$ cat config.mk
export PLATFORM = sky130hd
export DESIGN_NAME = uart_tx_buffer
export DESIGN_NICKNAME = d
export VERILOG_FILES = /design/src/rtl/uart_pkg.sv /design/src/rtl/uart_tx_buffer_sync_fifo.sv /design/src/rtl/uart_tx_buffer.sv
export SDC_FILE = /design/constraint.sdc
export NUM_CORES = 1
export LEC_CHECK = 0
export ABC_CLOCK_PERIOD_IN_PS = 3100
export BUFFER_PORTS_ARGS = -buffer_cell sky130_fd_sc_hd__buf_2
export CORE_MARGIN = 2
export CORE_UTILIZATION = 44
export CTS_BUF_LIST = sky130_fd_sc_hd__clkbuf_4
export DETAILED_ROUTE_END_ITERATION = 7
export GPL_ROUTABILITY_DRIVEN = 0
export PLACE_DENSITY = 0.72
export SLEW_MARGIN = 5
export SYNTH_ARGS = -nofsm -noshare
export SYNTH_HDL_FRONTEND = slang
export SYNTH_HIERARCHICAL = 1
export SYNTH_SLANG_ARGS = --single-unit
$ cat constraint.sdc
create_clock -name clk -period 3.1 [get_ports clk]
set_input_delay 0.465 -clock clk [delete_from_list [all_inputs] [get_ports clk]]
set_output_delay 0.465 -clock clk [all_outputs]
set_load 0.02 [all_outputs]
$ cat src/rtl/uart_pkg.sv
// Shared types and width helpers for the UART buffer blocks.
// Drain FSM encoding and FIFO count width.
package uart_pkg;

    typedef enum logic [3:0] {
        IDLE       = 4'b0001,
        LAUNCH     = 4'b0010,
        WAIT_START = 4'b0100,
        WAIT_DONE  = 4'b1000
    } drain_state_t;

    localparam int TX_DEPTH = 16;
    localparam int TX_CNT_W = $clog2(TX_DEPTH + 1);

    function automatic int cnt_w(input int depth);
        return $clog2(depth + 1);
    endfunction

endpackage

$ cat src/rtl/uart_tx_buffer_sync_fifo.sv
// Synchronous FIFO with registered full/empty/count flags.
// Shared between the TX buffer and the future RX buffer.
module sync_fifo
    import uart_pkg::*;
#(
    parameter int DATA_WIDTH = 8,
    parameter int DEPTH      = 16
) (
    input  logic                      clk,
    input  logic                      n_rst,
    input  logic                      push,
    input  logic                      pop,
    input  logic [DATA_WIDTH-1:0]     din,
    output logic [DATA_WIDTH-1:0]     dout,
    output logic                      full,
    output logic                      empty,
    output logic [cnt_w(DEPTH)-1:0]   count
);

    localparam int AW = $clog2(DEPTH);
    localparam int CW = cnt_w(DEPTH);

    logic [DATA_WIDTH-1:0] mem [DEPTH];
    logic [AW-1:0]         wr_ptr;
    logic [AW-1:0]         rd_ptr;
    logic                  do_push;
    logic                  do_pop;
    logic [CW-1:0]         count_next;

    // Full/empty are judged on the current flags, so a push into a
    // full FIFO is refused even when a pop happens in the same cycle.
    assign do_push = push && !full;
    assign do_pop  = pop && !empty;
    assign dout    = mem[rd_ptr];

    always_comb begin
        count_next = count;
        unique case ({do_push, do_pop})
            2'b10:   count_next = count + 1'b1;
            2'b01:   count_next = count - 1'b1;
            default: count_next = count;
        endcase
    end

    always_ff @(posedge clk or negedge n_rst) begin
        if (!n_rst) begin
            wr_ptr <= '0;
            rd_ptr <= '0;
            count  <= '0;
            full   <= 1'b0;
            empty  <= 1'b1;
        end else begin
            if (do_push) wr_ptr <= wr_ptr + 1'b1;
            if (do_pop)  rd_ptr <= rd_ptr + 1'b1;
            count <= count_next;
            full  <= (count_next == CW'(DEPTH));
            empty <= (count_next == '0);
        end
    end

    always_ff @(posedge clk) begin
        if (do_push) mem[wr_ptr] <= din;
    end

endmodule

$ cat src/rtl/uart_tx_buffer.sv
// Write-side byte queue feeding the UART transmitter.
// Drains one word per transmitter busy cycle via a launch pulse.
module uart_tx_buffer
    import uart_pkg::*;
#(
    parameter int DATA_BITS = 8,
    parameter int DEPTH     = 16
) (
    input  logic                    clk,
    input  logic                    n_rst,
    input  logic                    i_wr_en,
    input  logic [DATA_BITS-1:0]    i_wr_data,
    output logic                    o_full,
    output logic                    o_empty,
    output logic [cnt_w(DEPTH)-1:0] o_count,
    output logic                    o_overflow,
    output logic                    o_data_valid,
    output logic [DATA_BITS-1:0]    o_data,
    input  logic                    i_busy,
    output logic                    o_idle
);

    drain_state_t         state;
    drain_state_t         state_next;
    logic                 pop;
    logic [DATA_BITS-1:0] head;

    sync_fifo #(
        .DATA_WIDTH (DATA_BITS),
        .DEPTH      (DEPTH)
    ) u_fifo (
        .clk   (clk),
        .n_rst (n_rst),
        .push  (i_wr_en),
        .pop   (pop),
        .din   (i_wr_data),
        .dout  (head),
        .full  (o_full),
        .empty (o_empty),
        .count (o_count)
    );

    always_comb begin
        state_next = state;
        pop        = 1'b0;
        unique case (state)
            IDLE: begin
                if (!o_empty && !i_busy) begin
                    state_next = LAUNCH;
                    pop        = 1'b1;
                end
            end
            LAUNCH:     state_next = WAIT_START;
            WAIT_START: if (i_busy) state_next = WAIT_DONE;
            WAIT_DONE:  if (!i_busy) state_next = IDLE;
            default:    state_next = IDLE;
        endcase
    end

    // o_data is only reloaded on a launch so it stays stable for the
    // whole transmission.
    always_ff @(posedge clk or negedge n_rst) begin
        if (!n_rst) begin
            state      <= IDLE;
            o_data     <= '0;
            o_overflow <= 1'b0;
        end else begin
            state      <= state_next;
            o_overflow <= i_wr_en && o_full;
            if (pop) o_data <= head;
        end
    end

    assign o_data_valid = (state == LAUNCH);
    assign o_idle       = o_empty && (state == IDLE);

endmodule

* After elaboration in Yosys (flattened, before gate mapping)
Memory sizes are Yosys's and may differ from the RTL's. A register that Yosys moved wholly into a read port is not among the register bits.
Cells that the tools add are included.
** Cells by class
- Add/sub/neg operators :: 4
- Multipliers :: 0
- Divide/modulo/power cells :: 0
- Magnitude comparators :: 0
- Equality and inequality tests :: 10
- Shifts and indexed selects :: 0
- Muxes and demuxes :: 9
- Bitwise gates (word level) :: 0
- Reduce and logical (&&, ||, !) cells :: 11
** Operators by type and width (number)
- $pmux W4 S4 :: 1
- $mux W4 :: 3
- $pmux W5 S2 :: 1
- $add A4 B1 Y4 const B :: 2
- $ne A2 B2 Y1 const B :: 3
- $add A5 B1 Y5 const B :: 1
- $eq A5 B5 Y1 const B :: 1
- $logic_and A1 B1 Y1 :: 5
- $logic_not A5 Y1 :: 1
- $sub A5 B1 Y5 const B :: 1
- $eq A4 B1 Y1 const B :: 1
- $eq A4 B2 Y1 const B :: 1
- $eq A4 B3 Y1 const B :: 1
- $eq A4 B4 Y1 const B :: 1
- $logic_not A1 Y1 :: 4
- $mux W1 :: 4
- $reduce_and A3 Y1 :: 1
- $eq A2 B1 Y1 const B :: 1
- $eq A2 B2 Y1 const B :: 1
** Storage, ports and cells
- Flip-flop bits (word level) :: 20
- Bits in latches :: 0
- Memory bits (writable) :: 128
- ROM bits :: 0
- Input port bits :: 12
- Output and inout bits :: 18
- Word-level logic and storage cells :: 42
- Memories kept :: 1
** Memories
- u_fifo.mem :: depth 16, width 8, read ports 1, clocked after memory_dff 1, wr ports 1, RTL line uart_tx_buffer_sync_fifo.sv:23 : logic [DATA_WIDTH-1:0] mem [DEPTH];

* Longest topological paths before layout
Gate-level depths: netlist (run 1).
- Word-level depth :: 8
- Gate-level depth with buffers :: 13
- Mapped depth without buffers :: 11

* Cells and area by module
Netlist (run 1), hierarchy kept.
** Modules (own cells, without submodules)
- sync_fifo :: instances 1, cells an instance 283, area each 5906.9 um2
- uart_tx_buffer :: instances 1, cells an instance 42, area each 589.3 um2

* Worst setup path after synthesis (run 1)
Ideal clock, no wire load.
- Path kind :: register -> register
- Start :: reg state[0]
- End :: reg u_fifo.full
- Setup time :: 0.094 ns
- Arrival :: 3.025 ns
- Path slack :: -0.019 ns
- Cell stages (with the launch flop) :: 14
- Path through :: dfstp_2 > nor4b_4 > nand2_4 > inv_1 > nor2b_1 > clkbuf_1 > ha_1 > buf_2 > xor2_1 > ha_1 > o21ai_0 > a221o_1 > or3_1 > a211oi_1
** Between the ends
- Longest elaborated chain between the ends :: 6
- Elaborated cells on any way between the ends :: 7
- Those cells by class :: 4 x eq/ne; 2 x mux; 1 x reduce/logical
** RTL lines
- from (decl) :: RTL line uart_tx_buffer.sv:23 : drain_state_t state;
- from (signal assigned) :: RTL line uart_tx_buffer.sv:68 : state <= state_next;
- $eq A4 B1 Y1 * :: RTL line uart_tx_buffer.sv:46 : unique case (state)
- $mux W1 * :: RTL line uart_tx_buffer.sv:46
- net pop :: RTL line uart_tx_buffer.sv:25 : logic pop;
- $logic_and A1 B1 Y1 * :: RTL line uart_tx_buffer_sync_fifo.sv:33 : assign do_pop = pop && !empty;
- $eq A2 B1 Y1 / $eq A2 B2 Y1 (equally long branches) :: RTL line uart_tx_buffer_sync_fifo.sv:38 : unique case ({do_push, do_pop})
- $pmux W5 S2 * :: RTL line uart_tx_buffer_sync_fifo.sv:38
- $eq A5 B5 Y1 * :: RTL line uart_tx_buffer_sync_fifo.sv:56 : full <= (count_next == CW'(DEPTH));
- to (signal assigned) :: RTL line uart_tx_buffer_sync_fifo.sv:56
- to (decl) :: RTL line uart_tx_buffer_sync_fifo.sv:15 : output logic full,
Mark *: on every way through the listed nets, which the timed path passes. The rest lies on a longest branch.
A chain may end at the register's enable or synchronous reset.

* Worst setup path after layout (run 1)
Ends and elaborated chain as after synthesis.

==> results.yml, run 1 <==
cts:
  post_cts.repair.setup_buffers: 0
  cts.sinks: 156
  clockBufferDepth: 2
  cts_root_buf: "clkbuf_4"
  clock_latency_ps: 520
  htree_levels: 4
  path_clk_slew_ps: 110
  cts_buffers: 17
  cts_tree: "yes"
cells_and_area:
  drive_gt1_share_pct: 25.7
  fill_cells: 1155
  syn_to_final_growth_pct: 10.2
  antenna_cells: 0
  fin_area_um2: 7160
  nNetsFinal: 387
  fin_cells: 562
global_routing:
  antenna_found_initial: 0
  grt_pass1_wl_um: 17400
  overflow: 0
  grt_max_degree: 36
  grt_util_all_layers_pct: 14.6
  grt_pass1_vias: 3126
sta:
  whs_ps: 173
  setup_tns_ps: 0
  finalClockSkew_ps: 14.2
  hold_viol: 0
  setup_viol: 0
  maxSlewHeadroom_pct: 46.7
  rsz0062_at_grt: "false"
  period_needed_ps: 2890
  tightest_slew_ps: 797
  max_freq_mhz: 346
  final.period_utilization_pct: 93.4
  slew_viol_final: 0
worst_setup_path:
  end_kind: "register"
  ff2ff_path_depth: 11
  r2r_end: "u_fifo/full"
  cp.required_ps: 3530
  r2r-start: "state[0]"
  path_class: "register to register"
  r2r_slack_ps: 210
  path_max_fanout: 6
  cp.depth: 11
  cp_cell_sequence: "nor4b_4, nand2_4, inv_1, nor2b_1, ha_1, xor2_1, ha_2, o21ai_0, a221o_1, or3_1, a211oi_1"
  slowest_stage: "dfstp_2"
  crit_family: "simple AND/OR/NAND/NOR gates"
  cp-start-kind: "register"
  crit_path_max_incr_delay_ps: 590
  cp-startpoint: "state[0]"
  crit_arrival_ps: 3320
  crit_buf_inv: 1
pwr:
  p_int_mw: 4.34
  pwr-share-clk_pct: 19.4
  pwr-share-comb_pct: 34.9
  ir_worst_vdd_uv: 432
  p_leak_nw: 2.57
  pwr-share-seq_pct: 45.7
  powerDensity_nw_per_um2: 890
  p_switching_mw: 2.03
  swShare_pct: 31.9
synthesis:
  syn_area_per_cell_um2: 20.0
  synth_seq_cells: 156
  yosysTopAreaCell: "edfxtp_1"
  async_reset_ff_share_pct: 17.9
  synth.top_cell.area_share_pct: 59.2
  synth_area_leaders: "edfxtp_1, mux4_1, dfrtp_1"
  synthesis.nets: 345
  yosysSeqAreaShare_pct: 70.0
  syn-cell-area_um2: 6500
  synth_edf_count: 128
  synth_ff_type: "edfxtp_1"
  synthCells: 325
  yosysWarnings: 6
  ys_types: 42
route:
  drtIter0Drc: 210
  routed_wl_um: 10900
  route.detailed.drc: 0
  vias_per_cell: 5.51
  ant_nets: 0
  avgRoutedWirePerCell_um: 19.4
  vias: 3096
  drt_first_pass_iters: 4
placement:
  io_buffers: 29
  dpl_cell_area_um2: 6860
  dp.cells: 531
  dp_hpwl_um: 7370
floorplan:
  rows: 44
  initial_core_util_pct: 44.9
  die_area_um2: 15800
  die-width_um: 126
  core_area_um2: 14500
  die_y_um: 126
  ios: 30
min_path:
  hp-class: "input port to register"
  min_to: "o_overflow"
  hp-start: "i_wr_en"
  worstHoldPathCells: 2
status:
  status: "finished clean"
flow_run:
  cap_violations: 0
-- metal layers --
| metal | share of wire, % | GRT usage, % | wire (um) | vias to the layer above |
|---|---|---|---|---|
| li1 | - | - | - | 1410 |
| met1 | 46 | 19.4 | 5000 | 1594 |
| met2 | 49 | 23.7 | 5360 | 79 |
| met3 | 3.9 | 4.07 | 426 | 13 |
| met4 | 1.2 | 4.77 | 128 | 0 |
| met5 | 0 | 0 | 0 | - |
-- final cells by class --
| type | instances | area, um^2 | share of cell area [%] |
|---|---|---|---|
| clock buffers | 19 | 143 | 1.99 |
| clock inverters | 11 | 144 | 2.01 |
| inverters | 8 | 30.0 | 0.420 |
| multi-input cells | 144 | 1820 | 25.4 |
| flip-flops and latches | 156 | 4550 | 63.5 |
| well taps | 184 | 230 | 3.22 |
| repair buffers | 40 | 243 | 3.39 |
-- power groups by stage --
stage,Clock [mW],Sequential [mW],Combinational (mW)
2_1_floorplan,0,2.93,1.68
3_3_place_gp,0,2.94,2.14
3_5_place_dp,0,2.96,2.22
4_1_cts,1.27,2.92,2.23
5_1_grt,1.37,2.96,2.38
6_report,1.24,2.91,2.22
-- kinds of logic after synthesis --
logic type | after synthesis | share of synthesized area [%]
flip-flops | 156 | 70.0
multiplexers | 53 | 18.3
AND/OR/NAND/NOR | 53 | 4.64
buffers and inverters | 25 | 2.02
AO/OA/AOI/OAI | 20 | 2.14
XOR/XNOR | 10 | 1.35
adder cells (fa/ha/maj) | 8 | 1.54
-- sequential cells by signal (all words and copies together), names as in the netlist --
| name | count |
|---|---|
| u_fifo/mem | 128 |
| o_data | 8 |
| u_fifo/count | 5 |
| state | 4 |
| u_fifo/rd_ptr | 4 |
| u_fifo/wr_ptr | 4 |
| o_overflow | 1 |
| u_fifo/empty | 1 |
| u_fifo/full | 1 |
-- synth_stat cells (2+ instances only) --
cell type,count
nand2b_1,2
and2_1,3
edfxtp_1,128
ha_1,8
mux2_2,5
mux4_2,10
nand4_1,2
a211oi_1,2
nor2_1,17
xnor2_1,8
o21ai_0,6
buf_6,3
nand2_1,9
mux4_1,30
nor3b_1,3
nor3_1,5
clkbuf_1,10
inv_1,8
buf_2,3
xor2_1,2
mux2_4,8
dfstp_2,2
nor2b_1,5
dfrtp_1,26
a21oi_1,3
-- timing repair --
item                                   4_1_cts  5_1_grt
setup endpoints to repair                    0        1
hold buffers                                 1        0
gates resized for setup                      0        1
endpoints found under the hold margin       26        0
-- metrics by stage --
stage	utilization, %	worst slack [ps]	power, mW
6_report	49.4	206	6.37
5_1_grt	49.4	16.3	6.71
4_1_cts	49.4	189	6.42
3_5_place_dp	47.4	168	5.19
3_3_place_gp	47.4	289	5.07
2_1_floorplan	-	65.4	4.61
-- how the worst max path moves through the flow --
| stage | slack (ps) | endpoint |
|---|---|---|
| 2_1_floorplan | 70 | u_fifo/full |
| 3_3_place_gp | 290 | u_fifo/full |
| 3_5_place_dp | 170 | u_fifo/full |
| 4_1_cts | 190 | u_fifo/full |
| 5_1_grt | 20 | u_fifo/full |
| 6_report | 210 | u_fifo/full |
-- cells in the final DEF (no fill, tap or decap), drive strengths merged, types with 5 or more instances in the layout --
cell type	instances
nor2b	5
dfrtp	26
inv	10
clkbuf	19
edfxtp	128
mux4	40
o21ai	6
nor3	5
ha	8
xnor2	8
nand2	10
nor2	17
buf	39
mux2	13
clkinv	6
Power figures use the tool's default switching activity.
==> run 2, diff against run 1 <==
Settings changed: MAX_ROUTING_LAYER set to met4.
==> results.yml, run 2 (synthesized netlist as in run 1, its figures left out) <==
route:
  vias_per_cell: 5.49
  routed_wl_um: 10900
  ant_nets: 0
  drtIter0Drc: 241
  vias: 3086
  avgRoutedWirePerCell_um: 19.4
  drt_first_pass_iters: 4
  route.detailed.drc: 0
flow_run:
  cap_violations: 0
sta:
  maxSlewHeadroom_pct: 46.8
  setup_tns_ps: 0
  rsz0062_at_grt: "false"
  whs_ps: 180
  hold_viol: 0
  slew_viol_final: 0
  finalWorstSetupSlack_ps: 203
  period_needed_ps: 2900
  tightest_slew_ps: 795
  final.period_utilization_pct: 93.4
  setup_viol: 0
  finalClockSkew_ps: 16.8
  max_freq_mhz: 345
global_routing:
  overflow: 0
  grt_max_degree: 36
  antenna_found_initial: 0
  grt_pass1_wl_um: 17400
  grt_pass1_vias: 3118
  grt_util_all_layers_pct: 15.2
cells_and_area:
  nNetsFinal: 387
  fin_area_um2: 7160
  fin_cells: 562
  reg.largest.list: "u_fifo/mem (128), o_data (8), u_fifo/count (5)"
  antenna_cells: 0
  multi_input_area_um2: 1820
  largest_reg_flops: 128
  mostFrequentLayoutCells: "edfxtp_1, mux4_1, buf_2"
  post-route-util_pct: 49.4
  regMostFlops: "u_fifo/mem"
  drive_gt1_share_pct: 25.7
  ff_latch_area_um2: 4550
  syn_to_final_growth_pct: 10.2
  layout_commonest_cell: "edfxtp_1"
  fill_cells: 1155
worst_setup_path:
  cp-start-kind: "register"
  ff2ff_path_depth: 11
  crit_family: "simple AND/OR/NAND/NOR gates"
  path_max_fanout: 6
  cp_cell_sequence: "nor4b_4, nand2_4, inv_1, nor2b_1, ha_1, xor2_1, ha_2, o21ai_0, a221o_1, or3_1, a211oi_1"
  crit_buf_inv: 1
  r2r_slack_ps: 200
  r2r_end: "u_fifo/full"
  crit_arrival_ps: 3320
  end_kind: "register"
  path_class: "register to register"
  slowest_stage: "dfstp_2"
  crit_path_max_incr_delay_ps: 590
  cp.required_ps: 3520
  r2r-start: "state[0]"
floorplan:
  die_y_um: 126
  core_area_um2: 14500
  die-width_um: 126
  rows: 44
  initial_core_util_pct: 44.9
  die_area_um2: 15800
  ios: 30
cts:
  htree_levels: 4
  clock_latency_ps: 520
  post_cts.repair.setup_buffers: 0
  cts_root_buf: "clkbuf_4"
  cts.sinks: 156
  cts_tree: "yes"
  clockBufferDepth: 2
  path_clk_slew_ps: 110
  cts_buffers: 17
pwr:
  ir_worst_vdd_uv: 431
  powerDensity_nw_per_um2: 889
  p_leak_nw: 2.57
  p_total_mw: 6.36
min_path:
  min_to: "o_overflow"
  hp-class: "input port to register"
  worstHoldPathCells: 2
  hp-start: "i_wr_en"
status:
  status: "finished clean"
placement:
  io_buffers: 29
  dp_hpwl_um: 7370
  place_ws_ps: 168
  dpl_cell_area_um2: 6860
  dp.cells: 531
[run 2: final cells by class]
type | count | area share [%]
flip-flops and latches | 156 | 63.5
clock inverters | 11 | 2.01
well taps | 184 | 3.22
clock buffers | 19 | 1.99
multi-input cells | 144 | 25.4
inverters | 8 | 0.420
repair buffers | 40 | 3.39
[run 2: repair_timing]
| item | in CTS | in global routing |
|---|---|---|
| hold buffers | 1 | 0 |
| endpoints found under the hold margin | 26 | 0 |
| setup endpoints to repair | 0 | 1 |
| resized for setup | 0 | 1 |
[run 2: worst register-to-register path, cell delays in order (launching register included)]
cell and delay (ps):
dfstp_2 590, nor4b_4 290, nand2_4 80, inv_1 50, nor2b_1 170, ha_1 200, xor2_1 160, ha_2 230
o21ai_0 80, a221o_1 310, or3_1 400, a211oi_1 250
[run 2: worst max path at each step]
stage                         from     endpoint  slack [ps]  cells past startpoint
after global placement      i_busy  u_fifo/full         290                     12
final                     state[0]  u_fifo/full         200                     11
after CTS                 state[0]  u_fifo/full         190                     11
after floorplan           state[0]  u_fifo/full          70                     13
after detailed placement    i_busy  u_fifo/full         170                     12
after global routing      state[0]  u_fifo/full          20                     11
[run 2: routing by layer]
layer	routed length, um	GRT usage (%)	share of wire (%)	up-vias
met5	0	-	0	-
met4	82	4.77	0.75	0
met3	528	4.19	4.9	8
met2	5360	23.6	49	89
met1	4900	19.6	45	1580
li1	-	-	-	1409
[run 2: power by group]
group	internal, mW	switching (mW)
Combinational	1.14	1.08
Sequential	2.63	0.281
Clock	0.570	0.662
==> run 3, diff against run 2 <==
Settings changed: REMOVE_ABC_BUFFERS set to 1, SETUP_SLACK_MARGIN set to 0.2.
==> results.yml, run 3 (synthesized netlist as in run 1, its figures left out) <==
cells_and_area:
  syn_to_final_growth_pct: 10.6
  regMostFlops: "u_fifo/mem"
  drive_gt1_share_pct: 29.1
  fin_cells: 570
  largest_reg_flops: 128
  multi_input_area_um2: 1850
  layout_commonest_cell: "edfxtp_1"
  reg.largest.list: "u_fifo/mem (128), o_data (8), u_fifo/count (5)"
  fill_cells: 1158
  nNetsFinal: 392
  ff_latch_area_um2: 4550
  mostFrequentLayoutCells: "edfxtp_1, mux4_1, buf_2"
floorplan:
  die_area_um2: 15800
  die-width_um: 126
  ios: 30
  core_area_um2: 14500
  rows: 44
  die_y_um: 126
  initial_core_util_pct: 44.9
worst_setup_path:
  r2r_end: "u_fifo/full"
  r2r_slack_ps: 310
  cp_cell_sequence: "nor4b_4, nand2_4, inv_1, nor2b_4, ha_2, xor2_1, ha_2, o21ai_0, a221o_1, or3_4, a211oi_2"
  crit_family: "simple AND/OR/NAND/NOR gates"
  crit_top_cell: "ha_2"
  slowest_stage: "dfstp_2"
  path_class: "register to register"
  cp-start-kind: "register"
  cp.required_ps: 3580
  r2r-start: "state[0]"
  crit_path_max_incr_delay_ps: 580
  end_kind: "register"
  crit_arrival_ps: 3270
  path_max_fanout: 5
  cp-startpoint: "state[0]"
  crit_buf_inv: 1
  ff2ff_path_depth: 11
global_routing:
  grt_use_met1_pct: 18.4
  overflow: 0
  grt_max_degree: 36
  grt_pass1_wl_um: 17400
  grt_util_all_layers_pct: 15.6
  grt_pass1_vias: 3205
  met2_usage_pct: 25.3
  use_met3_pct: 3.72
  grt_busiest_layer: "met2"
  antenna_found_initial: 1
placement:
  place_ws_ps: 148
  dp_hpwl_um: 7250
  dp.cells: 535
  io_buffers: 29
pwr:
  p_int_mw: 4.14
  p_switching_mw: 2.10
  pwr-share-clk_pct: 17.3
  pwr-share-seq_pct: 46.5
  pwr-share-comb_pct: 36.2
  swShare_pct: 33.6
  p_leak_nw: 2.56
  p_total_mw: 6.24
  ir_worst_vdd_uv: 431
  powerDensity_nw_per_um2: 869
sta:
  period_needed_ps: 2790
  setup_tns_ps: 0
  whs_ps: 126
  finalWorstSetupSlack_ps: 310
  finalClockSkew_ps: 19.9
  rsz0062_at_grt: "false"
  hold_viol: 0
  maxSlewHeadroom_pct: 46.4
  tightest_slew_ps: 800
  final.period_utilization_pct: 90.0
  slew_viol_final: 0
  max_freq_mhz: 358
  setup_viol: 0
cts:
  clockBufferDepth: 2
  path_clk_slew_ps: 120
  htree_levels: 4
  cts_buffers: 17
  cts.sinks: 156
  clock_latency_ps: 570
  cts_root_buf: "clkbuf_4"
  cts_tree: "yes"
min_path:
  hp-start: "i_wr_en"
  hp-class: "input port to register"
  worstHoldPathCells: 2
  min_to: "o_overflow"
route:
  ant_nets: 0
  vias_per_cell: 5.48
  drt_first_pass_iters: 5
  avgRoutedWirePerCell_um: 19.6
  route.detailed.drc: 0
  routed_wl_um: 11200
  vias: 3121
  drtIter0Drc: 365
flow_run:
  cap_violations: 0
status:
  status: "finished clean"
## run 3: worst max path at each step
stage              endpoint  cells past startpoint
3_5_place_dp    u_fifo/full                     12
2_1_floorplan   u_fifo/full                     11
3_3_place_gp    u_fifo/full                     12
6_report        u_fifo/full                     11
5_1_grt        u_fifo/empty                     11
4_1_cts         u_fifo/full                     11
## run 3: metrics by stage
step,area [um^2],util [%]
floorplan,6390,-
global placement,6890,47.6
detailed placement,6890,47.6
CTS,7140,49.3
global route,7180,49.6
finish,7180,49.6
## run 3: worst register-to-register path: cells and delay by family (launching register included)
kind,cells,cell delay [ps]
AO/OA/AOI/OAI,3,610
buffers and inverters,1,60
XOR/XNOR,1,150
adder cells (fa/ha/maj),2,420
AND/OR/NAND/NOR,4,890
flip-flops,1,580
## run 3: power groups by stage
stage	combinational (mW)	clock, mW	sequential, mW
after CTS	2.23	1.12	2.91
after detailed placement	2.23	0	2.95
after global routing	2.45	1.20	2.95
after floorplan	1.38	0	3.12
after global placement	2.16	0	2.93
final	2.26	1.08	2.90
## run 3: repair_timing
action	in CTS	in global routing
endpoints found under the setup margin	1	2
hold buffers	1	0
endpoints found under the hold margin	26	0
buffers inserted	0	1
gates resized for setup	1	8
pin swaps	0	1
## run 3: area by class of cell
type	instances	share of cell area [%]
diodes	1	0.0348
flip-flops and latches	156	63.3
inverters	8	0.418
multi-input cells	144	25.7
repair buffers	45	3.90
well taps	184	3.21
clock inverters	14	1.52
clock buffers	18	1.88
## run 3: routing by layer
metal / routed length (um) / up-vias
li1: - / 1428
met1: 4810 / 1603
met2: 5740 / 74
met3: 422 / 16
met4: 221 / 0
met5: 0 / -
